--- src/rtl/delay_array_if.sv ---
// delay_array_if: request and status signals of the delay_array timer bank.
// The master drives start/abort/lim/mode/ack; the slave (timer bank) drives the status outputs.
interface delay_array_if #(
  parameter int NCH   = 4,
  parameter int CBITS = 12
);
  logic [NCH-1:0]       start;
  logic [NCH-1:0]       abort;
  logic [NCH*CBITS-1:0] lim;
  logic [NCH-1:0]       mode;
  logic [NCH-1:0]       ack;
  logic [NCH-1:0]       sig;
  logic [NCH-1:0]       busy;
  logic [NCH-1:0]       pend;
  logic [NCH-1:0]       err;
  logic                 idle_all;

  modport master (
    output start, abort, lim, mode, ack,
    input  sig, busy, pend, err, idle_all
  );

  modport slave (
    input  start, abort, lim, mode, ack,
    output sig, busy, pend, err, idle_all
  );
endinterface

--- src/rtl/delay_array.sv ---
// delay_array: NCH independent one-shot/periodic delay timers with pend/ack event flags.
// Define DELAY_ARRAY_OVERRUN_EN to build the sticky per-channel overrun flags (err); otherwise err is tied to 0.
module delay_array #(
  parameter int NCH              = 4,
  parameter int CBITS            = 12,
  parameter bit PERIODIC_DEFAULT = 1'b0
) (
  input logic          clk,
  input logic          rst,
  delay_array_if.slave bus
);

  typedef enum logic {
    IDLE = 1'b0,
    RUN  = 1'b1
  } state_t;

  logic [NCH-1:0] run_d;
  logic           idle_all_q;

  for (genvar i = 0; i < NCH; i++) begin : g_ch
    state_t           state_q, state_d;
    logic [CBITS-1:0] cnt_q, cnt_d;
    logic [CBITS-1:0] lim_q, lim_d;
    logic             mode_q, mode_d;
    logic             fire;
    logic             sig_q;
    logic             pend_q;

    // Abort outranks start, and start outranks expiry, so a restart never emits a pulse.
    always_comb begin
      state_d = state_q;
      cnt_d   = cnt_q;
      lim_d   = lim_q;
      mode_d  = mode_q;
      fire    = 1'b0;
      unique case (state_q)
        IDLE: begin
          if (bus.start[i] && !bus.abort[i]) begin
            state_d = RUN;
            cnt_d   = '0;
            lim_d   = bus.lim[i*CBITS +: CBITS];
            mode_d  = bus.mode[i];
          end
        end
        RUN: begin
          if (bus.abort[i]) begin
            state_d = IDLE;
            cnt_d   = '0;
          end else if (bus.start[i]) begin
            cnt_d  = '0;
            lim_d  = bus.lim[i*CBITS +: CBITS];
            mode_d = bus.mode[i];
          end else if (cnt_q == lim_q) begin
            fire    = 1'b1;
            cnt_d   = '0;
            state_d = mode_q ? RUN : IDLE;
          end else begin
            cnt_d = cnt_q + 1'b1;
          end
        end
        default: state_d = IDLE;
      endcase
    end

    // NOTE: rst is synchronous, so it is tested inside the clocked branch and only acts on a rising edge.
    always_ff @(posedge clk) begin
      if (rst) begin
        state_q <= IDLE;
        cnt_q   <= '0;
        lim_q   <= '0;
        mode_q  <= PERIODIC_DEFAULT;
        sig_q   <= 1'b0;
        pend_q  <= 1'b0;
      end else begin
        state_q <= state_d;
        cnt_q   <= cnt_d;
        lim_q   <= lim_d;
        mode_q  <= mode_d;
        sig_q   <= fire;
        pend_q  <= fire | (pend_q & ~bus.ack[i]);
      end
    end

`ifdef DELAY_ARRAY_OVERRUN_EN
    logic err_q;

    // An expiry landing on an unacknowledged event is an overrun; only rst clears it.
    always_ff @(posedge clk) begin
      if (rst) begin
        err_q <= 1'b0;
      end else if (fire && pend_q && !bus.ack[i]) begin
        err_q <= 1'b1;
      end
    end

    assign bus.err[i] = err_q;
`else
    assign bus.err[i] = 1'b0;
`endif

    assign bus.sig[i]  = sig_q;
    assign bus.busy[i] = (state_q == RUN);
    assign bus.pend[i] = pend_q;
    assign run_d[i]    = (state_d == RUN);
  end

  // Built from next-state so idle_all changes on the same edge as busy.
  always_ff @(posedge clk) begin
    if (rst) begin
      idle_all_q <= 1'b1;
    end else begin
      idle_all_q <= ~|run_d;
    end
  end

  assign bus.idle_all = idle_all_q;

endmodule

--- src/flat_wrapper.sv ---
// flat-port wrapper written by rule: the top's interface ports become plain ports
module delay_array_flat 
#(
  parameter int NCH              = 4,
  parameter int CBITS            = 12,
  parameter bit PERIODIC_DEFAULT = 1'b0
)
  (clk, rst, bus_start, bus_abort, bus_lim, bus_mode, bus_ack, bus_sig, bus_busy, bus_pend, bus_err, bus_idle_all);
  delay_array_if #(.NCH(NCH), .CBITS(CBITS)) bus_i ();
  input logic clk;
  input logic rst;
  input wire logic [$bits(bus_i.start)-1:0] bus_start;
  input wire logic [$bits(bus_i.abort)-1:0] bus_abort;
  input wire logic [$bits(bus_i.lim)-1:0] bus_lim;
  input wire logic [$bits(bus_i.mode)-1:0] bus_mode;
  input wire logic [$bits(bus_i.ack)-1:0] bus_ack;
  output wire logic [$bits(bus_i.sig)-1:0] bus_sig;
  output wire logic [$bits(bus_i.busy)-1:0] bus_busy;
  output wire logic [$bits(bus_i.pend)-1:0] bus_pend;
  output wire logic [$bits(bus_i.err)-1:0] bus_err;
  output wire logic [$bits(bus_i.idle_all)-1:0] bus_idle_all;
  assign bus_i.start = bus_start;
  assign bus_i.abort = bus_abort;
  assign bus_i.lim = bus_lim;
  assign bus_i.mode = bus_mode;
  assign bus_i.ack = bus_ack;
  assign bus_sig = bus_i.sig;
  assign bus_busy = bus_i.busy;
  assign bus_pend = bus_i.pend;
  assign bus_err = bus_i.err;
  assign bus_idle_all = bus_i.idle_all;
  delay_array #(.NCH(NCH), .CBITS(CBITS), .PERIODIC_DEFAULT(PERIODIC_DEFAULT)) u_core (.clk(clk), .rst(rst), .bus(bus_i));
endmodule
--- config.mk ---
export PLATFORM = sky130hd
export DESIGN_NAME = delay_array_flat
export DESIGN_NICKNAME = d
export VERILOG_FILES = /design/src/rtl/delay_array_if.sv /design/src/rtl/delay_array.sv /design/src/flat_wrapper.sv
export SDC_FILE = /design/constraint.sdc
export NUM_CORES = 1
export LEC_CHECK = 0
export ABC_AREA = 1
export CAP_MARGIN = 25
export CORE_ASPECT_RATIO = 2
export CORE_MARGIN = 10
export CORE_UTILIZATION = 39
export DETAILED_ROUTE_END_ITERATION = 10
export SLEW_MARGIN = 20
export SYNTH_ARGS = -nofsm -noshare
export SYNTH_HDL_FRONTEND = slang
export SYNTH_SLANG_ARGS = --single-unit
--- constraint.sdc ---
create_clock -name clk -period 3.5 [get_ports clk]
set_input_delay 0.7 -clock clk [delete_from_list [all_inputs] [get_ports clk]]
set_output_delay 0.7 -clock clk [all_outputs]
set_load 0.01 [all_outputs]
==> parameters.txt, run 1 <==
Parameter                              Value

Status
  Status ... completed

Global routing
  Antenna violations before repair ... 0
  Wire length of the first global-routing pass ... roughly 25000 um
  Remaining Overflow, GRT ... 0
  Combined global-route utilization of all metal layers ... 15.3%
  Pin count of the biggest net entering global routing ... 35
  Via count of the first global-routing pass ... between 5000 and 6000

Clock tree
  Post-CTS Resized ... 0
  Clock latency on the worst-skew pair ... 0.41 ns
  Total number of H-tree levels ... 4
  Post-CTS clock slew at the launch and capture registers of the worst setup and hold paths ... 0.05 ns
  Number of clock sinks seen by CTS ... 113
  Root buf cell ... sky130_fd_sc_hd__clkbuf_16
  Maximum buffer depth of the clock tree ... 2
  Number of setup buffers added after CTS ... 0
  Clock tree from TritonCTS ... built
  Number of buffers inserted for hold repair after clock tree synthesis ... 0
  Number of CTS-inserted buffers ... 17

Critical path
  Worst R2R Start ... u_core.g_ch[2].cnt_q[5]
  CP Data Required Time ... 3.82 ns
  Launching element type of the critical path ... input pin
  Type of the setup path with the least slack ... input pin to flop
  WP data arrival ... 2.64 ns
  RR Endpoint ... u_core.g_ch[2].cnt_q[10]
  Setup slack of the worst register-to-register path ... roughly 1.7 ns
  Kind of capture point of the worst setup path ... flop
  CP Max Fanout ... 13
  Reg2reg path depth ... 11

Hold path
  Hold Crit Start ... u_core.g_ch[3].lim_q[1]
  Path category of the worst min-delay check ... flop to flop
  Worst hold endpoint ... u_core.g_ch[3].lim_q[1]
  Worst hold path depth ... 2

STA
  Final number of hold-violating endpoints ... 0
  Final-report setup violation count ... 0
  Maximum clock skew at final layout ... 0.0106 ns
  F_max ... 0.432 GHz
  Headroom to the max-slew limit ... 46.5%
  Fin Setup TNS ... 0 ns
  Worst Tran Pin Value ... 0.800 ns
  Final max-slew violation count ... 0
  Min Tclk post-route ... 2.32 ns
  Worst hold slack ... 0.466 ns
  Unrepaired setup endpoints after global routing ... false
  Final worst-path cycle share ... 66.1%

Floorplanning
  Cell Rows ... 61
  Initial core utilization ... roughly 40%
  Number of I/O pins ... 83
  Chip width ... 104 um
  Die height ... 189 um
  Die outline area ... slightly below 20000 um^2
  Placeable Area ... 14000 um^2

Synth
  Gate count of the mapped netlist ... 830
  Cell Area, Synth ... ~5600 um^2
  Synthesized-area fraction occupied by xor and xnor cells ... 3.94%
  Sequential element share of the synthesized area ... 40.7%
  Synth Area in Adders ... less than 1%
  Compound-Gate Fraction of Synth Area ... 15.1%
  Warning count from the yosys run ... 0
  Fraction of the mapped netlist area in simple logic gates ... between 20% and 30%
  Largest cells by area after synthesis ... sky130_fd_sc_hd__dfxtp_1 41%, sky130_fd_sc_hd__nand2_1 14%, sky130_fd_sc_hd__nor2_1 8.0%
  Cell variety after synth ... 37
  Area fraction of the dominant cell type after synthesis ... 40.7%
  Mux share of post-synthesis cell area ... 0%
  Post-synthesis area per instance ... 6.70 um^2
  Post-synthesis sequential element count ... 113
  Cell type with the largest total area after synthesis ... sky130_fd_sc_hd__dfxtp_1
  Combinational family with the most area after synthesis ... simple AND/OR/NAND/NOR gates

Pwr
  Ratio of total power to cell area ... 482 nW/um^2
  Leakage power ... 2.79 nW
  Worst voltage drop across the vdd grid ... 0.338 mV
  Overall Power ... 3.37 mW

Route
  Final WL ... 14700 um
  Number of optimization iterations in the first detailed-route pass ... 4
  Final antenna-violating net count ... 0
  Routed vias/inst ... 4.79
  Remaining design rule violation count ... 0
  Per-cell routed wire length ... 13.4 um
  Initial DRC Count ... 146
  Vias ... 5246

Finish
  Area overhead of the layout relative to synthesis ... 25.8%
  Commonest cells after routing, fill and taps aside ... 203 x sky130_fd_sc_hd__nand2_1, 118 x sky130_fd_sc_hd__nor2_1, 113 x sky130_fd_sc_hd__dfxtp_1
  Total of fill cells in the finished design ... 1466
  Diodes inserted ... 0
  Most common cell after layout, fill and taps aside ... sky130_fd_sc_hd__nand2_1
  Layout cells sized above 1 ... 5.62%
  Net count, final ... 968

Job
  Number of maximum-capacitance violations ... 0

Place
  Count of input and output buffers ... 78
  Detail Placement HPWL ... 11100 um
  GP Congestion ... 0.833
## critical path: stages
cell	delay (ns)
sky130_fd_sc_hd__clkdlybuf4s50_1	0.50
sky130_fd_sc_hd__nor2_1	0.13
sky130_fd_sc_hd__nor2_1	0.64
sky130_fd_sc_hd__inv_1	0.23
sky130_fd_sc_hd__nand2_1	0.12
sky130_fd_sc_hd__nand2_1	0.12
sky130_fd_sc_hd__nor3_1	0.19
## state kept, by name (all words and copies together) (netlist names)
| register | flops |
|---|---|
| u_core.g_ch.mode_q | 4 |
| u_core.g_ch.cnt_q | 48 |
| u_core.g_ch.state_q | 4 |
| u_core.bus.idle_all | 1 |
| u_core.g_ch.pend_q | 4 |
| u_core.g_ch.sig_q | 4 |
| u_core.g_ch.lim_q | 48 |
## metal layers
| metal | share of wire (%) | up-vias | global-route usage, % |
|---|---|---|---|
| li1 | - | 2737 | - |
| met2 | 55 | 105 | 29.2 |
| met1 | 38 | 2365 | 14.1 |
| met5 | 0 | - | 0 |
| met3 | 3.3 | 39 | 3.83 |
| met4 | 3.6 | 0 | 9.04 |
## area by class of cell
cell class / instances / area (um^2) / share of cell area, %
multi-input cells: 574 / 2690 / 38.5
flip-flops and latches: 113 / 2260 / 32.4
repair buffers: 82 / 823 / 11.8
clock buffers: 21 / 480 / 6.87
inverters: 110 / 413 / 5.91
well taps: 189 / 236 / 3.38
clock inverters: 7 / 85.1 / 1.22
## cell usage after synthesis, drive strengths merged
library cell	n
a21oi	72
and2	1
and3	1
buf	20
clkbuf	15
clkinv	1
conb	1
dfxtp	113
dlygate4sd1	1
ha	4
inv	109
nand2	209
nand3	23
nand3b	2
nand4	4
nor2	123
nor3	17
nor3b	1
o2111ai	2
o21a	1
o21ai	71
o21bai	4
o22ai	2
o31ai	2
o32ai	4
or2	2
xnor2	17
xor2	8
## how the worst max path moves through the flow
| stage | start | to |
|---|---|---|
| floorplan | bus_start[2] | u_core.g_ch[2].cnt_q[6] |
| finish | bus_abort[2] | u_core.g_ch[2].cnt_q[5] |
| detailed placement | bus_abort[2] | u_core.g_ch[2].cnt_q[5] |
| global placement | bus_abort[2] | u_core.g_ch[2].cnt_q[5] |
| CTS | bus_abort[2] | u_core.g_ch[2].cnt_q[5] |
| global route | bus_abort[2] | u_core.g_ch[2].cnt_q[5] |
## logic make-up (layout without fill, tap and decap cells)
kind of cell | Yosys count | count (layout)
simple gates | 383 | 383
compound gates | 158 | 158
buf+inv | 146 | 220
flops | 113 | 113
xor+xnor | 25 | 25
fa+ha+maj | 4 | 4
other cells | 1 | 4
## through the flow
stage / worst slack (ns) / area [um^2] / instances / util, %
finish: 1.18 / 6990 / 1096 / 50.1
global route: 0.940 / 6990 / 1096 / 50.1
CTS: 1.20 / 6990 / 1096 / 50.1
detailed placement: 0.779 / 6430 / 1068 / 46.0
global placement: 0.925 / 6430 / 1068 / 46.0
floorplan: 1.84 / 5570 / 833 / -
## power breakdown
group	switching (mW)	internal, mW	total [mW]
Combinational	0.178	0.145	0.323
Sequential	0.0269	1.34	1.36
Clock	0.586	1.10	1.68
Power figures use the tool's default switching activity.
==> run 2, diff against run 1 <==
==> constraint.sdc (replaced) <==
create_clock -name clk -period 2.07 [get_ports clk]
set_input_delay 0.414 -clock clk [delete_from_list [all_inputs] [get_ports clk]]
set_output_delay 0.414 -clock clk [all_outputs]
set_load 0.01 [all_outputs]
==> parameters.txt, run 2 (same netlist as run 1, synthesis figures left out) <==
Parameter                              Value

Critical path
  Type of the setup path with the least slack ... flop to output pin
  CP Max Fanout ... 3 (-10)
  Buffers & Inverters on Critical Path ... 1 (-1)
  Kind of capture point of the worst setup path ... output pin
  CP Data Required Time ... 1.66 ns (-2.16 ns)
  Cell family with most CP delay ... buffers and inverters
  Critical Path Max Stage Delay ... 0.58 ns (-0.06 ns)
  WP data arrival ... 1.36 ns (-1.28 ns)
  Launching element type of the critical path ... flop
  Worst path slowest cell ... sky130_fd_sc_hd__clkdlybuf4s50_1
  Cell-by-cell trace of the critical path ... clkdlybuf4s50_1

Floorplanning
  Die outline area ... 19700 um^2 (unchanged)
  Chip width ... 104 um (unchanged)
  Placeable Area ... 14000 um^2 (unchanged)
  Number of I/O pins ... 83 (unchanged)
  Cell Rows ... 61 (unchanged)
  Die height ... 189 um (unchanged)
  Initial core utilization ... 39.8% (unchanged)

STA
  Min Tclk post-route ... 1.78 ns
  Final number of hold-violating endpoints ... 0 (unchanged)
  Unrepaired setup endpoints after global routing ... false
  Maximum clock skew at final layout ... 0.00848 ns (-0.00214 ns)
  Fin Setup TNS ... 0 ns (unchanged)
  Final worst-path cycle share ... 85.8%
  Headroom to the max-slew limit ... 59.8% (+13 points)
  Worst Tran Pin Value ... 0.603 ns (-0.197 ns)
  Final max-slew violation count ... 0 (unchanged)
  Final-report setup violation count ... 0 (unchanged)
  F_max ... 0.563 GHz

Clock tree
  Post-CTS clock slew at the launch and capture registers of the worst setup and hold paths ... 0.06 ns (about the same)
  Clock latency on the worst-skew pair ... 0.41 ns (about the same)
  Post-CTS Resized ... 0 (unchanged)
  Number of setup buffers added after CTS ... 0 (unchanged)
  Number of buffers inserted for hold repair after clock tree synthesis ... 0 (unchanged)
  Clock tree from TritonCTS ... built
  Number of clock sinks seen by CTS ... 113 (unchanged)
  Number of CTS-inserted buffers ... 17 (unchanged)
  Maximum buffer depth of the clock tree ... 2 (unchanged)
  Root buf cell ... sky130_fd_sc_hd__clkbuf_16
  Total number of H-tree levels ... 4 (unchanged)

Global routing
  Remaining Overflow, GRT ... 0 (unchanged)
  Via count of the first global-routing pass ... 5059 (-5.8%)
  Antenna violations before repair ... 0 (unchanged)
  Combined global-route utilization of all metal layers ... 14.8% (-0.56 points)
  Pin count of the biggest net entering global routing ... 36 (+2.9%)
  Wire length of the first global-routing pass ... 23700 um (-3.8%)
  Met1 Track Usage GR ... 13.8% (-0.28 points)
  Met2 Usage GRT ... 29.5% (+0.29 points)
  Most heavily used metal layer in global routing ... met2
  M3 GR Usage ... 3.49% (-0.34 points)

Finish
  Biggest registers after layout ... u_core.g_ch.cnt_q: 48 flops, u_core.g_ch.lim_q: 48 flops
  Layout cells sized above 1 ... 7.25% (+1.6 points)
  Design Area, Final ... 7110 um^2 (+1.8%)
  Diodes inserted ... 0 (unchanged)
  Share of the core filled with cells in the final layout ... 50.9% (+0.88 points)
  Net count, final ... 982 (+1.4%)
  Commonest cells after routing, fill and taps aside ... 203 x sky130_fd_sc_hd__nand2_1, 118 x sky130_fd_sc_hd__nor2_1, 113 x sky130_fd_sc_hd__dfxtp_1
  Area overhead of the layout relative to synthesis ... 28.0%
  Most common cell after layout, fill and taps aside ... sky130_fd_sc_hd__nand2_1

Place
  GP Congestion ... 0.842 (+1.1%)
  Count of input and output buffers ... 78 (unchanged)
  Detail Placement HPWL ... 11000 um (-0.52%)
  Placed cell area ... 6540 um^2 (+1.8%)

Route
  Final WL ... 14500 um (-1.3%)
  Vias ... 5217 (-0.55%)
  Routed vias/inst ... 4.69 (-2.1%)
  Per-cell routed wire length ... 13.0 um (-2.8%)
  Initial DRC Count ... 153 (+4.8%)
  Final antenna-violating net count ... 0 (unchanged)
  Number of optimization iterations in the first detailed-route pass ... 5 (+1)
  Remaining design rule violation count ... 0 (unchanged)

Pwr
  Leakage power ... 2.86 nW (+2.4%)
  Ratio of total power to cell area ... 801 nW/um^2 (+66%)
  Overall Power ... 5.70 mW (+69%)
  Worst voltage drop across the vdd grid ... 0.479 mV (+42%)

Status
  Status ... completed

Job
  Number of maximum-capacitance violations ... 0 (unchanged)

Hold path
  Path category of the worst min-delay check ... flop to flop
[run 2: cell count changes in the layout (fill, tap and decap cells not counted)]
| cell | previous run | this run |
|---|---|---|
| sky130_fd_sc_hd__buf_4 | 3 | 16 |
| sky130_fd_sc_hd__clkinvlp_4 | 0 | 2 |
| sky130_fd_sc_hd__clkbuf_8 | 4 | 2 |
| sky130_fd_sc_hd__clkbuf_1 | 0 | 1 |
| sky130_fd_sc_hd__clkinv_4 | 0 | 1 |
| sky130_fd_sc_hd__buf_12 | 1 | 2 |
| sky130_fd_sc_hd__clkinv_2 | 5 | 6 |
[run 2: per-layer routing]
layer	up-vias	wire length [um]
met5	-	0
met4	0	233
met3	16	434
met2	96	8320
met1	2330	5520
li1	2775	-
[run 2: stage by stage]
step                setup WS [ns]  instances  hold slack, ns
detailed placement         0.0772       1082           0.458
floorplan                   0.612        833           0.429
global route               0.0566       1113           0.487
CTS                         0.275       1113           0.465
finish                      0.293       1113           0.464
global placement            0.119       1082           0.450
[run 2: where the power goes]
part	switching [mW]	leakage, nW	internal (mW)
sequential	0.0446	0.922	2.26
combinational	0.304	1.66	0.266
clock	1.02	0.281	1.81
[run 2: worst paths after layout]
kind                                         startpoint                       end  slack (ns)  cells after the start
worst max register to register  u_core.g_ch[2].cnt_q[5]  u_core.g_ch[2].cnt_q[10]        0.33                     11
worst min-delay path            u_core.g_ch[3].lim_q[3]   u_core.g_ch[3].lim_q[3]        0.46                      2
worst min register to register  u_core.g_ch[3].lim_q[3]   u_core.g_ch[3].lim_q[3]        0.46                      2
worst max-delay path             u_core.g_ch[0].state_q               bus_busy[0]        0.29                      1
[run 2: cell type report]
class | instances | area, um^2
multi-input combinational | 574 | 2690
inverter | 110 | 413
tap | 189 | 236
sequential | 113 | 2260
fill | 1432 | 6850
clock inverter | 11 | 114
clock buffer | 20 | 457
timing repair buffer | 96 | 941
==> run 3, diff against run 2 <==
--- a/config.mk
+++ b/config.mk
@@ -5,12 +5,14 @@
 export SDC_FILE = /design/constraint.sdc
 export NUM_CORES = 1
 export LEC_CHECK = 0
-export ABC_AREA = 1
 export CAP_MARGIN = 25
+export CELL_PAD_IN_SITES_DETAIL_PLACEMENT = 1
+export CELL_PAD_IN_SITES_GLOBAL_PLACEMENT = 2
 export CORE_ASPECT_RATIO = 2
 export CORE_MARGIN = 10
-export CORE_UTILIZATION = 39
+export CORE_UTILIZATION = 29
 export DETAILED_ROUTE_END_ITERATION = 10
+export PLACE_DENSITY_LB_ADDON = 0.1
 export SLEW_MARGIN = 20
 export SYNTH_ARGS = -nofsm -noshare
 export SYNTH_HDL_FRONTEND = slang
==> parameters.txt, run 3 <==
Parameter                              Value

Critical path
  Critical Path Max Stage Delay ... 0.60 ns (+0.02 ns)
  Type of the setup path with the least slack ... flop to output pin
  CP Max Fanout ... 6 (+3)
  Cell family with most CP delay ... buffers and inverters
  CP Data Required Time ... 1.66 ns (about the same)
  WP data arrival ... 1.48 ns (+0.12 ns)
  Kind of capture point of the worst setup path ... output pin
  Buffers & Inverters on Critical Path ... 1 (unchanged)
  Worst path slowest cell ... sky130_fd_sc_hd__clkdlybuf4s50_1
  Cell-by-cell trace of the critical path ... clkdlybuf4s50_1
  Launching element type of the critical path ... flop

Route
  WL met1 ... 5990 um (+8.6%)
  Final WL ... 16800 um (+16%)
  Vias ... 4822 (-7.6%)
  Routed vias/inst ... 4.98 (+6.3%)
  Per-cell routed wire length ... 17.4 um (+34%)
  Initial DRC Count ... 127 (-17%)
  Final antenna-violating net count ... 0 (unchanged)
  Max Used Layer ... met4
  Detailed route wirelength on metal3 ... 643 um (+48%)
  Remaining design rule violation count ... 0 (unchanged)
  Number of optimization iterations in the first detailed-route pass ... 4 (-1)
  Wire length on met2 ... 9750 um (+17%)

Synth
  Largest cells by area after synthesis ... sky130_fd_sc_hd__dfxtp_1 42%, sky130_fd_sc_hd__xor2_1 11%, sky130_fd_sc_hd__nand2_1 8.9%
  Sequential element share of the synthesized area ... 41.8% (+1.1 points)
  Most frequent cells after synthesis ... 129 x sky130_fd_sc_hd__nand2_1, 113 x sky130_fd_sc_hd__dfxtp_1, 65 x sky130_fd_sc_hd__xor2_1
  Cell variety after synth ... 53 (+43%)
  Post-synthesis sequential element count ... 113 (unchanged)
  Cell type with the largest total area after synthesis ... sky130_fd_sc_hd__dfxtp_1
  Gate count of the mapped netlist ... 648 (-22%)
  Warning count from the yosys run ... 0 (unchanged)
  Cell Area, Synth ... 5420 um^2 (-2.6%)
  Commonest register cell after synthesis ... sky130_fd_sc_hd__dfxtp_1
  Most repeated cell in the gate-level netlist after synthesis ... sky130_fd_sc_hd__nand2_1
  Area fraction of the dominant cell type after synthesis ... 41.8% (+1.1 points)
  Number of synthesized flops with an enable pin ... 0 (unchanged)
  Share of synthesized flip-flops with an asynchronous set or reset ... 0% (unchanged)
  Post-synthesis area per instance ... 8.36 um^2 (+25%)

Floorplanning
  Placeable Area ... 18300 um^2 (+31%)
  Initial core utilization ... 29.6% (-10 points)
  Number of I/O pins ... 83 (unchanged)
  Chip width ... 117 um (+12%)
  Die outline area ... 24900 um^2 (+26%)
  Cell Rows ... 70 (+15%)
  Die height ... 213 um (+13%)

Clock tree
  Clock latency on the worst-skew pair ... 0.42 ns (about the same)
  Number of CTS-inserted buffers ... 17 (unchanged)
  Post-CTS Resized ... 0 (unchanged)
  Number of clock sinks seen by CTS ... 113 (unchanged)
  Post-CTS clock slew at the launch and capture registers of the worst setup and hold paths ... 0.06 ns (about the same)
  Maximum buffer depth of the clock tree ... 2 (unchanged)
  Number of buffers inserted for hold repair after clock tree synthesis ... 0 (unchanged)
  Root buf cell ... sky130_fd_sc_hd__clkbuf_16
  Total number of H-tree levels ... 4 (unchanged)
  Clock tree from TritonCTS ... built
  Number of setup buffers added after CTS ... 0 (unchanged)

Finish
  Net count, final ... 809 (-18%)
  Most common cell after layout, fill and taps aside ... sky130_fd_sc_hd__nand2_1
  Area overhead of the layout relative to synthesis ... 30.3%
  Commonest cells after routing, fill and taps aside ... 129 x sky130_fd_sc_hd__nand2_1, 113 x sky130_fd_sc_hd__dfxtp_1, 77 x sky130_fd_sc_hd__clkdlybuf4s50_1
  Total of fill cells in the finished design ... 2172 (+52%)
  Biggest registers after layout ... u_core.g_ch.cnt_q: 48 flops, u_core.g_ch.lim_q: 48 flops
  Share of the core filled with cells in the final layout ... 38.5% (-12 points)
  Diodes inserted ... 0 (unchanged)
  Layout cells sized above 1 ... 11.4% (+4.2 points)

STA
  Final number of hold-violating endpoints ... 0 (unchanged)
  Final max-slew violation count ... 0 (unchanged)
  Final worst-path cycle share ... 91.4% (+5.6 points)
  Min Tclk post-route ... 1.89 ns (+0.116 ns)
  Maximum clock skew at final layout ... 0.0103 ns (+0.00184 ns)
  Fin Setup TNS ... 0 ns (unchanged)
  F_max ... 0.528 GHz (-6.1%)
  Unrepaired setup endpoints after global routing ... false
  Final-report setup violation count ... 0 (unchanged)

Pwr
  Worst voltage drop across the vdd grid ... 0.408 mV (-15%)
  Sequential fraction of design power ... 39.8% (-0.6 points)
  Internal cell power ... 4.27 mW (-1.4%)
  Ratio of total power to cell area ... 813 nW/um^2 (+1.5%)
  Switching power as a share of total power ... 25.5% (+1.6 points)
  Clock power frac ... 49.8% (+0.2 points)
  Net Switching ... 1.46 mW (+7.3%)
  Leakage power ... 2.83 nW (-0.99%)
  Logic pwr share ... 10.4% (+0.4 points)

Place
  GP Congestion ... 0.811 (-3.8%)
  Count of input and output buffers ... 78 (unchanged)
  Detail Placement HPWL ... 13200 um (+20%)

Global routing
  Remaining Overflow, GRT ... 0 (unchanged)
  Via count of the first global-routing pass ... 5327 (+5.3%)
  Antenna violations before repair ... 0 (unchanged)
  Pin count of the biggest net entering global routing ... 34 (-5.6%)
  Wire length of the first global-routing pass ... 27300 um (+15%)
  Combined global-route utilization of all metal layers ... 14.1% (-0.64 points)

Job
  Number of maximum-capacitance violations ... 0 (unchanged)

Status
  Status ... completed

Hold path
  Path category of the worst min-delay check ... input pin to flop
run 3: logic make-up after synthesis:
| family | after synthesis | synth area share (%) |
|---|---|---|
| multiplexers | 5 | 0.924 |
| flip-flops | 113 | 41.8 |
| adder cells (fa/ha/maj) | 4 | 0.924 |
| AND/OR/NAND/NOR | 285 | 26.2 |
| other | 1 | 0.0692 |
| XOR/XNOR | 73 | 11.8 |
| buffers and inverters | 51 | 5.24 |
| AO/OA/AOI/OAI | 116 | 13.0 |
run 3: power by group through the flow:
| stage | Combinational, mW | Sequential [mW] | Clock, mW |
|---|---|---|---|
| 2_1_floorplan | 0.341 | 2.32 | 0 |
| 3_3_place_gp | 0.591 | 2.33 | 0 |
| 3_5_place_dp | 0.605 | 2.33 | 0 |
| 4_1_cts | 0.609 | 2.29 | 2.93 |
| 5_1_grt | 0.658 | 2.29 | 3.03 |
| 6_report | 0.597 | 2.28 | 2.86 |
run 3: worst paths after layout:
path	end	cells after the start	from	slack (ns)
worst max-delay path	bus_busy[0]	1	u_core.g_ch[0].state_q	0.18
worst min-delay path	u_core.g_ch[0].mode_q	2	rst	0.40
worst max register to register	u_core.g_ch[1].cnt_q[8]	5	u_core.g_ch[1].cnt_q[9]	0.25
worst min register to register	u_core.g_ch[3].pend_q	2	u_core.g_ch[3].pend_q	0.44
run 3: area by class of cell:
type / count / area (um^2) / area share, %
Sequential cell: 113 / 2260 / 32.1
Inverter: 12 / 45.0 / 0.638
Clock buffer: 18 / 429 / 6.08
Timing Repair Buffer: 108 / 1030 / 14.5
Clock inverter: 14 / 141 / 2.00
Tap cell: 216 / 270 / 3.83
Multi-Input combinational cell: 487 / 2880 / 40.8
run 3: worst register-to-register path, stage by stage (launching register included):
cell and delay [ns]:
sky130_fd_sc_hd__dfxtp_1 0.46, sky130_fd_sc_hd__xor2_1 0.12, sky130_fd_sc_hd__nor4_2 0.45, sky130_fd_sc_hd__nand3_2 0.32
sky130_fd_sc_hd__a32oi_1 0.26, sky130_fd_sc_hd__o31ai_1 0.09
run 3: per-stage QoR:
stage | hold WS (ns) | setup slack, ns | cell area [um^2] | power, mW | cells
6_report | 0.398 | 0.178 | 7060 | 5.74 | 968
5_1_grt | 0.407 | 0.0712 | 7060 | 5.98 | 968
4_1_cts | 0.397 | 0.150 | 7060 | 5.83 | 968
3_5_place_dp | 0.443 | 0.00789 | 6480 | 2.94 | 936
3_3_place_gp | 0.435 | 0.0523 | 6480 | 2.92 | 936
2_1_floorplan | 0.426 | 0.556 | 5430 | 2.66 | 651
run 3: per-layer routing:
layer  global-route usage [%]  vias up
li1                         -     2383
met1                     13.1     2317
met2                     27.6       96
met3                     3.26       26
met4                     6.51        0
met5                        0        -
